**config.mk**
```make
export PLATFORM = sky130hd
export DESIGN_NAME = mux32_serializer
export DESIGN_NICKNAME = d
export VERILOG_FILES = /design/src/rtl/mux32_serializer.sv
export SDC_FILE = /design/constraint.sdc
export NUM_CORES = 1
export LEC_CHECK = 0
export ABC_AREA = 1
export BUFFER_PORTS_ARGS = -buffer_cell sky130_fd_sc_hd__buf_2
export CAP_MARGIN = 0
export CORE_ASPECT_RATIO = 0.8
export CORE_UTILIZATION = 43
export DETAILED_ROUTE_END_ITERATION = 12
export HOLD_SLACK_MARGIN = 0.15
export PLACE_DENSITY_LB_ADDON = 0.08
export SYNTH_ARGS = -nofsm -noshare
export SYNTH_HDL_FRONTEND = slang
export SYNTH_SLANG_ARGS = --single-unit
```
**constraint.sdc**
```tcl
create_clock -name clk -period 2.1 [get_ports clk]
set_clock_uncertainty 0.1 [all_clocks]
set_input_delay 0.21 -clock clk [delete_from_list [all_inputs] [get_ports clk]]
set_output_delay 0.21 -clock clk [all_outputs]
set_load 0.01 [all_outputs]
```
**src/rtl/mux32_serializer.sv**
```systemverilog
// Parallel-to-serial driver around an external 32:1 mux: registers the word and
// the select, and streams the mux output back out on a valid/ready port.
module mux32_serializer #(
   parameter int WORD_W    = 32,
   parameter int SEL_W     = 5,
   parameter bit MSB_FIRST = 1'b0
) (
   input  logic              clk,
   input  logic              rst,
   input  logic              load_valid,
   input  logic [WORD_W-1:0] load_data,
   output logic              load_ready,
   output logic [WORD_W-1:0] mux_a,
   output logic [SEL_W-1:0]  mux_sel,
   input  logic              mux_y,
   output logic              ser_bit,
   output logic              ser_valid,
   input  logic              ser_ready,
   output logic              ser_last
);

   localparam logic [SEL_W-1:0] LAST_BEAT = SEL_W'(WORD_W - 1);
   localparam logic [SEL_W-1:0] START_SEL = MSB_FIRST ? LAST_BEAT : '0;

   typedef enum logic {IDLE, SHIFT} state_t;

   state_t           state;
   logic [SEL_W-1:0] beat;
   logic [SEL_W-1:0] next_sel;

   // The mux does the bit selection; the serial bit is its output unchanged.
   assign ser_bit = mux_y;

   always_comb begin
      next_sel = MSB_FIRST ? (mux_sel - SEL_W'(1)) : (mux_sel + SEL_W'(1));
   end

   // Handshake outputs are registered alongside the state they describe.
   always_ff @(posedge clk) begin
      if (rst) begin
         state      <= IDLE;
         mux_a      <= '0;
         mux_sel    <= '0;
         beat       <= '0;
         load_ready <= 1'b1;
         ser_valid  <= 1'b0;
         ser_last   <= 1'b0;
      end else begin
         case (state)
            IDLE: begin
               if (load_valid) begin
                  state      <= SHIFT;
                  mux_a      <= load_data;
                  mux_sel    <= START_SEL;
                  beat       <= '0;
                  load_ready <= 1'b0;
                  ser_valid  <= 1'b1;
                  ser_last   <= 1'b0;
               end
            end
            SHIFT: begin
               if (ser_ready) begin
                  if (beat == LAST_BEAT) begin
                     state      <= IDLE;
                     mux_sel    <= '0;
                     load_ready <= 1'b1;
                     ser_valid  <= 1'b0;
                     ser_last   <= 1'b0;
                  end else begin
                     beat     <= beat + SEL_W'(1);
                     mux_sel  <= next_sel;
                     ser_last <= (beat == LAST_BEAT - SEL_W'(1));
                  end
               end
            end
            default: begin
               state      <= IDLE;
               load_ready <= 1'b1;
               ser_valid  <= 1'b0;
               ser_last   <= 1'b0;
            end
         endcase
      end
   end

endmodule
```
* After elaboration in Yosys (flattened, before gate mapping)
Cells that the tools add are included.
** Storage, ports and cells
- Register bits :: 46
- Input bits :: 37
- Output and inout bits :: 41
- Logic and storage cells :: 42
** Cells by class
- $add $sub $neg :: 2
- Equal/unequal tests :: 6
- Multiplexer cells :: 22
- Bitwise logic cells :: 1
- Reductions and logical operators :: 4
** Operators by type and width (count)
- $mux 5 :: 5
- $pmux 5 s2 :: 2
- $mux 1 :: 11
- $add 5x1->5 const B :: 2
- $eq 5x5->1 const B :: 2
- $pmux 1 s2 :: 4
- $ne 2x2->1 const B :: 3
- $reduce_and 3->1 :: 2
- $reduce_and 2->1 :: 2
- $ne 2x1->1 const B :: 1
- $not 1->1 :: 1

* Logic depth before layout (Yosys ltp)
Gate-level depths: netlist of the first run.
- Word-level depth :: 4
- Gate-level depth with buffers :: 11
- Gate-level depth less buffers :: 11

* Worst setup path before layout of the first run
OpenSTA, ideal clock, no wires.
- Path kind :: register to register
- Start :: register beat[1]
- End :: register beat[4]
- Setup time :: 115 ps
- Data arrival time :: 1258 ps
- Required time :: 1885 ps
- Path slack :: 627 ps
- Stages on the path, launching flop included :: 12
- Buffers on the path :: 0
- Period minus slack after synthesis :: 1473 ps
- Cell sequence :: dfxtp_1 -> ha_1 -> inv_1 -> nor2_1 -> ha_1 -> inv_1 -> nand2_2 -> nand2_8 -> nand2_4 -> nand2_1 -> nand2_1 -> nor2_2
** On the way
- Longest elaborated chain between the ends :: 4
- Elaborated cells between the ends (all ways) :: 7
- Those cells by class :: add/sub (1); eq/ne (2); mux (3); reduce/logical (1)
** Ends and longest elaborated chain
- from (decl) :: RTL line 28 : logic [SEL_W-1:0] beat;
- from (signal assigned) :: RTL line 70 : beat <= beat + SEL_W'(1);
- $add 5x1->5 :: RTL line 70
- $mux 5 :: RTL line 63 : if (beat == LAST_BEAT) begin
- $mux 5 :: RTL line 62 : if (ser_ready) begin
- $pmux 5 s2 :: RTL line 49 : case (state)
Parallel ways exist; a longest one is shown, timed or not. The select of a mux whose other input is x is not followed.
A chain may end at the register's enable or synchronous reset.

* Worst setup path in the final report of the first run
- Start :: register state
- End :: register mux_sel[3]
** On the way
- Longest elaborated chain between the ends :: 3
- Elaborated cells between the ends (all ways) :: 5
- Those cells by class :: eq/ne (2); mux (1); bitwise (1); reduce/logical (1)
** Ends and longest elaborated chain
- from (decl) :: RTL line 27 : state_t state;
- from (signal assigned) :: RTL line 41 : state <= IDLE;
- from (signal assigned) :: RTL line 52 : state <= SHIFT;
- from (signal assigned) :: RTL line 64 : state <= IDLE;
- $not 1->1 (no source line)
- $ne 2x2->1 (no source line)
- $reduce_and 2->1 (no source line)
- to (signal assigned) :: RTL line 71 : mux_sel <= next_sel;
- to (decl) :: RTL line 14 : output logic [SEL_W-1:0] mux_sel,
Parallel ways exist; a longest one is shown, timed or not.

==> results of run 1 <==
## worst paths after layout
| check | cells after the start | end |
|---|---|---|
| setup / recovery | 6 | mux_sel[3] |
| hold / removal | 4 | mux_sel[0] |
| setup reg to reg | 6 | mux_sel[3] |
| hold reg to reg | 2 | ser_valid |
## power groups by stage
stage / sequential (uW) / clock, uW / combinational, uW
after floorplan: 1020 / 0 / 207
after global placement: 1000 / 0 / 327
after detailed placement: 1000 / 0 / 330
after CTS: 983 / 571 / 378
after global routing: 991 / 606 / 426
final: 983 / 553 / 375
## through the flow
| step | util (%) | worst slack, ns | hold slack, ns |
|---|---|---|---|
| final | 63.62 | 0.4360 | 0.1719 |
| after global routing | 63.62 | 0.2948 | 0.1672 |
| after CTS | 63.62 | 0.4275 | 0.1665 |
| after detailed placement | 53.65 | 0.4400 | 0.3201 |
| after global placement | 53.65 | 0.4917 | 0.3201 |
| after floorplan | - | 0.6268 | 0.2552 |
## worst register-to-register path: stages, from the launching register on
cell	delay (ns)
dfxtp_1	0.61
inv_8	0.06
nand2_8	0.21
nand2_2	0.21
nand2_1	0.15
nand2_1	0.13
a21oi_1	0.14
## cell families after synthesis
group / synth area share [%]
fa+ha+maj: 2.599
flops: 47.82
simple gates: 28.85
buf+inv: 9.031
compound gates: 11.70
## layout by cell type (no fill, tap or decap), drive strengths merged
cell	netlist	layout
a31oi	1	1
buf	14	76
nor2	79	79
a21oi	10	10
dlygate4sd3	0	33
clkinv	0	1
nand3b	1	1
nand2	37	37
nand3	7	7
clkbuf	0	7
nor3	1	1
nand4	2	2
dfxtp	46	46
o21ai	33	33
inv	15	15
ha	4	4
## metal layers
metal	share of wire, %	global-route usage [%]
met5	0	0
met4	2.0	8.516
met2	45	30.61
met1	48	23.63
met3	5.6	5.401
## cell type report
class | count | area share (%)
flip-flops and latches | 46 | 34.22
multi-input cells | 175 | 30.87
clock inverters | 1 | 0.1860
clock buffers | 7 | 3.208
well taps | 57 | 2.650
inverters | 15 | 2.371
repair buffers | 109 | 26.50
## state kept, by name (all words and copies together) (netlist names)
name	cells
mux_a	32
beat	5
mux_sel	5
load_ready	1
ser_last	1
ser_valid	1
state	1
==> impl_metrics.toml, run 1 <==
[outcome]
status = "finished, final reports clean"

[setup_path]
end_kind = "register"
worstPathRequired_ns = 2.24
slowest_delay_ns = 0.61
reg2reg_from = "state"
crit_path_frequent_cell = "nand2_1"
critPathArrivalTime_ns = 1.80
reg2reg_slack_ns = 0.44
cp_top_family = "simple AND/OR/NAND/NOR gates"
startpoint = "state"
cp_cell_sequence = "inv_8 > nand2_8 > nand2_2 > nand2_1 > nand2_1 > a21oi_1"
critical_path_class = "reg -> reg"
crit_buf_inv = 1
cp_slowest_cell = "dfxtp_1"
startpoint_type = "register"
cp_max_fo = 40

[power_and_ir_drop]
pwr-share-clk_pct = 28.9
power_switching_uw = 534.6
p_sw_share_pct = 27.97
power.internal_uw = 1377
power.total_uw = 1912
power.leakage_uw = 0.001284
p_seq_share_pct = 51.4
vdd_drop_max_uv = 353.1
combPwrFrac_pct = 19.6
powerDensity_mw_per_mm2 = 710.3

[grt]
gr-total-overflow = 0
grt_max_degree = 41
gr-usage-all-layers_pct = 18.75
grt_pass1_vias = 1542
grt_pass1_wl_mm = 6.913
antenna_found_initial = 0

[sta]
layout_min_cycle_time_ns = 1.664
max_freq_ghz = 0.6010
hold_viol_final = 0
timing.final.crit_share_pct = 79.24
finalSetupViolations = 0
tightestPinTransition_ns = 0.5745
final-max-slew-violation-count = 0
final.setup.tns_ns = 0
rsz0062_at_grt = "no"
max_slew_margin_pct = 61.64

[floorplanning]
die-area_mm2 = 0.004751
die_x_um = 76.82
coreArea_mm2 = 0.004230
start_util_pct = 45.52
fp.dieH_um = 61.86
ioPinCount = 78
rows = 21

[routing]
dr.pass1.iters = 4
drc_errors = 0
final_antenna_net_count = 0
num_vias = 1859
drtIter0Drc = 81
drt-total-wl_mm = 4.427
wl_per_cell_um = 10.80
viasPerCell = 4.534

[placed_design]
placedCellCount = 369
routabilityCongestion = 0.7927
dp_hpwl_mm = 2.805
place_area_mm2 = 0.002270
portBuffers = 75

[synth]
syn_nets = 291
synth_top_flop_cell = "dfxtp_1"
synth-edff-count = 0
synth_seq_area_share_pct = 47.82
yosys.area.top_type = "dfxtp_1"
synth_most_common_cell = "nor2_1"
synth_common_cells = "nor2_1, dfxtp_1, o21ai_0"
ys_top_cells_by_area = "dfxtp_1, nor2_1, o21ai_0"
synth.avg_cell_area_um2 = 7.702
synth_top_area_share_pct = 47.82
yosys_warnings = 0
ys_ff_latch = 46
netlist_instances = 250
syn-cell-area_mm2 = 0.001926
synth_cell_type_count = 24
async_reset_ff_share_pct = 0

[finish]
syn_to_final_growth_pct = 39.77
diodes = 0
fillers = 408
finalNetCount = 393
drive_above_1_share_pct = 27.20
multi_input_area_um2 = 830.8
fin_area_mm2 = 0.002691
seq_area_um2 = 920.9
stdcell_count = 410

[cts]
cts_max_path_buffers = 2
cts.sinks = 46
clkTransAtPathRegs_ns = 0.08
htreeDepth = 2
cts_resized = 0
cts_tree = "yes"
cts_hold_buf = 33
clk_latency_ns = 0.29
cts-root-buf = "clkbuf_8"
post_cts.repair.setup_buffers = 0
cts_buffers = 5

[worst_hold_path]
hp-class = "in -> reg"
min_from = "ser_ready"

[job]
maxCapViolCount = 0
No activity file was read; power rests on OpenSTA's default activity.
==> inputs of run 2 (changes only) <==
- clock period: 2.1 -> 1.4 ns (I/O delays scaled with it)
==> run 2 against run 1 <==
Effect of this change:
- clock power increased by 78%
- largest power group unchanged
- cell area increased by 7.7%
- critical path depth increased by 5
- the run now ends with setup timing left
- combinational power increased by 75%
- register-to-register slack got worse by 0.51 ns
- setup slack got worse by 0.51 ns
- count of clock-buffer cells in the layout decreased by 1
- non-clock buffer count increased by 10
- sequential power increased by 50%
- sequential share of layout area decreased by 2.4 points
- first-iteration DRC count increased by 8.6%
==> impl_metrics.toml, run 2 (synthesis results as in run 1) <==
[setup_path]
slowest_delay_ns = 0.36
cp_max_fo = 5
cp_slowest_cell = "dfxtp_2"
end_kind = "register"
critPathArrivalTime_ns = 1.57
critical_path_class = "reg -> reg"
reg2reg_slack_ns = -0.07
cp_cell_sequence = "ha_4 > inv_2 > nor2_1 > ha_2 > inv_2 > nand2_4 > nand2_8 > nand2_8 > nand2_2 > nand2_1 > nor2_1"
worstPathRequired_ns = 1.49
startpoint_type = "register"

[job]
maxCapViolCount = 0

[routing]
final_antenna_net_count = 0
drtIter0Drc = 88
viasPerCell = 4.648
met3_length_um = 270
route.met2.wl_mm = 2.372
num_vias = 1952
routed.top_layer = "met4"
dr.pass1.iters = 4
wl_met1_mm = 2.317
drc_errors = 0
drt-total-wl_mm = 5.040
wl_per_cell_um = 12.00

[floorplanning]
coreArea_mm2 = 0.004230
ioPinCount = 78
start_util_pct = 45.52
die-area_mm2 = 0.004751
die_x_um = 76.82
rows = 21
fp.dieH_um = 61.86

[finish]
drive_above_1_share_pct = 33.88
mostFrequentLayoutCells = "nor2_1, buf_2, dfxtp_1, dlygate4sd3_1, o21ai_0"
finalNetCount = 403
reg_top3 = "mux_a (32), beat (5), mux_sel (5)"
syn_to_final_growth_pct = 50.49
fin_area_mm2 = 0.002898
fin_util_pct = 68.50
fillers = 367
final_common_cell = "nor2_1"
largest_register_ffs = 32
regMostFlops = "mux_a"
diodes = 0

[cts]
cts-root-buf = "clkbuf_8"
cts_buffers = 5
htreeDepth = 2
cts_tree = "yes"
clk_latency_ns = 0.30
clkTransAtPathRegs_ns = 0.08
cts.sinks = 46
cts_hold_buf = 33
cts_max_path_buffers = 2

[grt]
grt_pass1_wl_mm = 7.562
grt_pass1_vias = 1708
grt_max_degree = 35
gr-total-overflow = 0
gr-usage-all-layers_pct = 20.60
antenna_found_initial = 0

[worst_hold_path]
hp-class = "in -> reg"

[placed_design]
routabilityCongestion = 0.8383
portBuffers = 75
place_area_mm2 = 0.002382
dp_hpwl_mm = 2.858

[outcome]
violations = "setup timing"
status = "complete, but fails checks"

[sta]
max_freq_ghz = 0.6789
hold_viol_final = 0
final-max-slew-violation-count = 0
tightestPinTransition_ns = 0.3450
max_slew_margin_pct = 77.00
timing.final.crit_share_pct = 105.2
whs_ns = 0.04136
layout_min_cycle_time_ns = 1.473
finalSetupViolations = 13
final.setup.tns_ns = -0.4894
fin_ws_ns = -0.07287
rsz0062_at_grt = "yes"

[power_and_ir_drop]
power.leakage_uw = 0.001352
power.total_uw = 3113
powerDensity_mw_per_mm2 = 1074
vdd_drop_max_uv = 744.5
[run 2: per-layer routing]
metal | vias to the layer above | track usage (%)
met2 | 62 | 36.61
met5 | - | 0
met1 | 870 | 24.91
li1 | 1010 | -
met4 | 0 | 8.242
met3 | 10 | 4.818
[run 2: area by class of cell]
type	count	area, um2	area share [%]
inverter	15	68.82	2.375
timing repair buffer	119	825.8	28.50
clock buffer	6	72.57	2.504
multi-input combinational	175	898.4	31.00
sequential	46	923.4	31.87
clock inverter	2	37.54	1.295
tap	57	71.32	2.461
[run 2: path summary, 6_finish.rpt]
check	start	end	depth (start not counted)
worst max register to register	beat[1]	beat[0]	11
worst min register to register	mux_a[28]	mux_a[28]	2
worst min-delay path	rst	beat[1]	2
worst max-delay path	beat[1]	beat[0]	11
[run 2: power breakdown]
group	switching (uW)	internal (uW)	total [uW]	leakage (uW)
logic	355	301	657	0.000920
registers	58.0	1410	1470	0.000380
clock network	454	533	987	0.0000514
total	867	2250	3110	0.00135
[run 2: worst max-delay path, delay by kind of cell (launching register included)]
family | cells | cell delay (ns)
AND/OR/NAND/NOR | 7 | 0.50
flip-flops | 1 | 0.36
buffers and inverters | 2 | 0.07
adder cells (fa/ha/maj) | 2 | 0.33
[run 2: stage by stage]
step / setup WS [ns] / std cells
floorplan: 0.005577 / 250
finish: -0.07287 / 420
CTS: -0.05556 / 417
detailed placement: -0.1140 / 376
global route: -0.1644 / 420
global placement: -0.06710 / 376
[run 2: repair_timing]
item | CTS | global route
setup buffers | 0 | 3
pin swaps | 9 | 5
gates resized for setup | 8 | 9
hold endpoints to repair | 40 | 6
setup endpoints to repair | 17 | 13
